==> src/rtl/button_event_conditioner.sv <==
// Per-channel push-button conditioner: two-flop synchroniser, debounce, selectable edge event
// held until acknowledged, sticky overrun flag and a one-shot long-press pulse.
module button_event_conditioner #(
  parameter int CHANNELS   = 4,
  parameter int DEBOUNCE   = 4,
  parameter int EDGE_MODE  = 0,
  parameter int LONG_PRESS = 16
) (
  input  logic                clk,
  input  logic                rst,
  input  logic [CHANNELS-1:0] btn_i,
  input  logic [CHANNELS-1:0] ack_i,
  output logic [CHANNELS-1:0] stable_o,
  output logic [CHANNELS-1:0] pending_o,
  output logic [CHANNELS-1:0] overrun_o,
  output logic [CHANNELS-1:0] long_o
);

  localparam int DW = $clog2(DEBOUNCE + 1);
  localparam int LW = $clog2(LONG_PRESS + 1);
  localparam logic [DW-1:0] DEB_LAST = DW'(DEBOUNCE - 1);
  localparam logic [LW-1:0] LONG_MAX = LW'(LONG_PRESS);
  localparam logic EV_RISE = (EDGE_MODE != 1'b0 ? 1'b1 : 1'b0) && (EDGE_MODE != 0);
  localparam logic EV_FALL = (EDGE_MODE != 1);

  logic [CHANNELS-1:0] sync1;
  logic [CHANNELS-1:0] sync2;
  logic [CHANNELS-1:0] accept;
  logic [CHANNELS-1:0] evt;
  logic [CHANNELS-1:0] longFired;
  logic [DW-1:0]       debCnt  [CHANNELS];
  logic [LW-1:0]       longCnt [CHANNELS];

  // Acceptance and event qualification, evaluated against the level about to be replaced
  always_comb begin
    accept = '0;
    evt    = '0;
    for (int c = 0; c < CHANNELS; c++) begin
      if ((sync2[c] != stable_o[c]) && (debCnt[c] == DEB_LAST)) begin
        accept[c] = 1'b1;
      end else begin
        accept[c] = 1'b0;
      end
    end
    evt = accept & ((~stable_o & {CHANNELS{EV_RISE}}) | (stable_o & {CHANNELS{EV_FALL}}));
  end

  // Synchroniser, debounce and event/acknowledge handshake
  always_ff @(posedge clk) begin
    if (rst) begin
      sync1     <= '0;
      sync2     <= '0;
      stable_o  <= '0;
      pending_o <= '0;
      overrun_o <= '0;
      for (int c = 0; c < CHANNELS; c++) begin
        debCnt[c] <= '0;
      end
    end else begin
      sync1 <= btn_i;
      sync2 <= sync1;
      for (int c = 0; c < CHANNELS; c++) begin
        if (sync2[c] == stable_o[c]) begin
          debCnt[c] <= '0;
        end else if (accept[c]) begin
          debCnt[c]   <= '0;
          stable_o[c] <= sync2[c];
        end else begin
          debCnt[c] <= debCnt[c] + DW'(1);
        end
        // A fresh event wins over a simultaneous ack and replaces the acked one
        if (evt[c]) begin
          pending_o[c] <= 1'b1;
        end else if (ack_i[c]) begin
          pending_o[c] <= 1'b0;
        end
        if (evt[c] && pending_o[c] && !ack_i[c]) begin
          overrun_o[c] <= 1'b1;
        end
      end
    end
  end

  // Long-press timer: pulses the cycle after the counter saturates, once per press
  always_ff @(posedge clk) begin
    if (rst) begin
      long_o    <= '0;
      longFired <= '0;
      for (int c = 0; c < CHANNELS; c++) begin
        longCnt[c] <= '0;
      end
    end else begin
      for (int c = 0; c < CHANNELS; c++) begin
        if (!stable_o[c]) begin
          longCnt[c]   <= '0;
          longFired[c] <= 1'b0;
          long_o[c]    <= 1'b0;
        end else begin
          if (longCnt[c] != LONG_MAX) begin
            longCnt[c] <= longCnt[c] + LW'(1);
          end
          long_o[c] <= (longCnt[c] == LONG_MAX) && !longFired[c];
          if (longCnt[c] == LONG_MAX) begin
            longFired[c] <= 1'b1;
          end
        end
      end
    end
  end

endmodule

==> config.mk <==
export PLATFORM = sky130hd
export DESIGN_NAME = button_event_conditioner
export DESIGN_NICKNAME = d
export VERILOG_FILES = /design/src/rtl/button_event_conditioner.sv
export SDC_FILE = /design/constraint.sdc
export NUM_CORES = 1
export LEC_CHECK = 0
export ABC_AREA = 1
export CORE_MARGIN = 2
export CORE_UTILIZATION = 51
export CTS_CLUSTER_SIZE = 30
export DETAILED_ROUTE_END_ITERATION = 7
export GPL_ROUTABILITY_DRIVEN = 0
export HOLD_SLACK_MARGIN = 0.06
export PLACE_DENSITY = 0.79
export SKIP_CTS_REPAIR_TIMING = 1
export SLEW_MARGIN = 20
export SYNTH_ARGS = -nofsm -noshare
export SYNTH_HDL_FRONTEND = slang
export SYNTH_SLANG_ARGS = --single-unit
==> constraint.sdc <==
create_clock -name clk -period 1.35 [get_ports clk]
set_input_delay 0.405 -clock clk [delete_from_list [all_inputs] [get_ports clk]]
set_output_delay 0.405 -clock clk [all_outputs]
set_load 0.02 [all_outputs]
==> key figures <==
Run status
  – Status: completed

Synth
  – Post-Synth Simple-Gate Area: 0.2219
  – Ys Warns: 0
  – Syn Inst Count: between 200 and 300
  – Largest family of logic cells by synthesized area: simple AND/OR/NAND/NOR gates
  – Post-synthesis mux area share: 0
  – Seq cells post-synth: 60
  – Post-Synth XOR/XNOR Area: 0.01297
  – Sequential-to-total area share from yosys stat: 0.5632
  – Synth Area in Compound Gates: 0.04585
  – Syn Area/Cell: between 9 and 10 um2
  – Adder-Cell Fraction of Synth Area: 0.07411
  – Post-synthesis cell area: about 2700 um2
  – Yosys cell types: 20

Route
  – Via count: 2087
  – Post-DR wirelength/cell: 12.18 um
  – Final WL: between 5 and 6 mm
  – Routed Antenna Nets: 0
  – Drc violations: 0
  – DR iter-0 viols: 90
  – First drt pass iteration count: 4
  – Vias/cell: approximately 4.7

Timing
  – Final-report setup violation count: 0
  – Max Fclk: between 700 and 800 MHz
  – Tmin final: roughly 1.3 ns
  – Hold Fails Final Rpt: 0
  – Fin. max-slew vios: 0
  – Fin crit share: 0.9711
  – Post-route setup TNS: 0 ns
  – Final Skew: roughly 0.0084 ns
  – Hold_ws: a little over 0.4 ns

GRT
  – Global route total overflow: 0
  – Pin count of the biggest net entering global routing: 11
  – Initial antenna violation count: 0
  – GRT Resource Usage Total: 0.1813
  – Vias in the first global route: ~2000
  – First-pass GRT wire length: slightly above 8 mm

Cells and area
  – Ant. Diodes: 0
  – Commonest cells after routing, fill and taps aside: 60 x nor2_1, 46 x inv_1, 34 x buf_4, 32 x edfxtp_1, 29 x nand2_1
  – Number of fill cells: 352
  – Layout area overhead: 38.49%
  – Ratio of cells with drive above 1 in the final layout: 0.2507
  – Most common cell after layout, fill and taps aside: nor2_1
  – # nets final: 393

Critical path
  – Worst path max stage delay: around 0.34 ns
  – Critical Path AT: around 0.91 ns
  – Stages on worst setup path: 1
  – R2R depth: 6
  – Top delay family on crit path: flip-flops
  – Crit path launch type: flop
  – Worst path buffer plus inverter count: 1
  – Crit path required time: about 0.95 ns
  – Worst Setup End Kind: output port
  – Setup Crit Path Kind: flop to output port
  – CP Max Fanout: 2
  – Worst path slowest cell: dfxtp_1
  – Critical path cell sequence: dlymetal6s2s_1

Worst hold path
  – Hold Path Stages: 2
  – Hold Path Class: flop to flop

CTS
  – TritonCTS buffer count: 9
  – # H-tree levels: 3
  – CTS tree: built
  – Clock-pin slew on the worst setup and hold paths: around 0.060 ns
  – Root Driver: clkbuf_8
  – Clk sinks: 60
  – Clk_lat worst skew: 0.34 ns
  – CTS Buffer Depth: 2

Power
  – Power density over cell area: around 1100 nW/um2
  – VDD IR max: around 0.00068 V
  – Leakage: between 0.0015 and 0.002 uW

Floorplan
  – I/O pin count: 26
  – Die span in x: approximately 77 um
  – Row count: 26
  – Core area: between 5000 and 6000 um2
  – Die Y: approximately 77 um
  – Die ar.: ~5900 um2
  – Starting Density: 0.5289

Placed design
  – Port Buffers: 25
  – DP Wirelength: around 3.5 mm

Flow run
  – Max Cap Violations: 0
Yosys cell counts (all sizes together):
| master | n | area (um2) |
|---|---|---|
| nand4 | 8 | 50.05 |
| nand2 | 33 | 131.4 |
| o21ai | 10 | 53.80 |
| buf | 3 | 33.78 |
| o21bai | 4 | 30.03 |
| nor3 | 4 | 20.02 |
| xnor2 | 4 | 35.03 |
| nor2 | 68 | 302.8 |
| dfxtp | 28 | 560.5 |
| ha | 16 | 200.2 |
| conb | 1 | 3.750 |
| edfxtp | 32 | 960.9 |
| nand3 | 17 | 95.09 |
| a21oi | 8 | 40.04 |
| inv | 49 | 183.9 |
state kept, by name, indices dropped and copies added, names as in the netlist:
name       flops
longCnt       20
debCnt        12
longFired      4
long_o         4
overrun_o      4
pending_o      4
stable_o       4
sync1          4
sync2          4
final cells by class:
type / instances / area [um2] / share of cell area
tap: 70 / 87.58 / 0.02341
clock inverter: 4 / 70.07 / 0.01873
inverter: 49 / 183.9 / 0.04916
clock buffer: 11 / 162.7 / 0.04348
multi-input combinational: 184 / 1130 / 0.3020
timing repair buffer: 63 / 585.6 / 0.1565
sequential: 60 / 1521 / 0.4067
logic make-up after synthesis:
| logic type | after synthesis |
|---|---|
| adders and majority gates | 16 |
| DFF | 60 |
| AOI/OAI and AO/OA | 22 |
| xor gates and xnor gates | 4 |
| buffers and inverters | 52 |
| and+or+nand+nor | 130 |
| other | 1 |
routing by layer:
metal	GRT usage	routed length [um]	up-vias
met3	0.03882	182	14
met2	0.3105	2816	50
met1	0.2067	2241	953
li1	-	-	1070
met4	0.1091	132	0
met5	0	0	-
stage by stage:
stage                     power (uW)    util  instance area (um2)  cells  setup slack (ns)
after floorplan                 2167       -                 2743    296           0.04166
after global placement          2258  0.6421                 3279    419           -0.3770
after detailed placement        2271  0.6421                 3279    419           -0.4049
after CTS                       4129  0.6877                 3512    434           -0.3701
after global routing            4291  0.7325                 3741    441          -0.01815
final                           4158  0.7325                 3741    441           0.03902
power breakdown:
part	switching [uW]	total, uW	internal (uW)
clock network	691	1880	1180
registers	26.0	1990	1960
logic	154	292	138
total	871	4160	3290
path summary, 6_finish.rpt:
| check | startpoint | endpoint | slack, ns |
|---|---|---|---|
| max | stable_o[3] | stable_o[3] | 0.04 |
| min | sync1[0] | sync2[0] | 0.41 |
| max reg2reg | longCnt[1][0] | longCnt[1][0] | 0.05 |
| min reg2reg | sync1[0] | sync2[0] | 0.41 |
No activity file was read; power rests on OpenSTA's default activity.
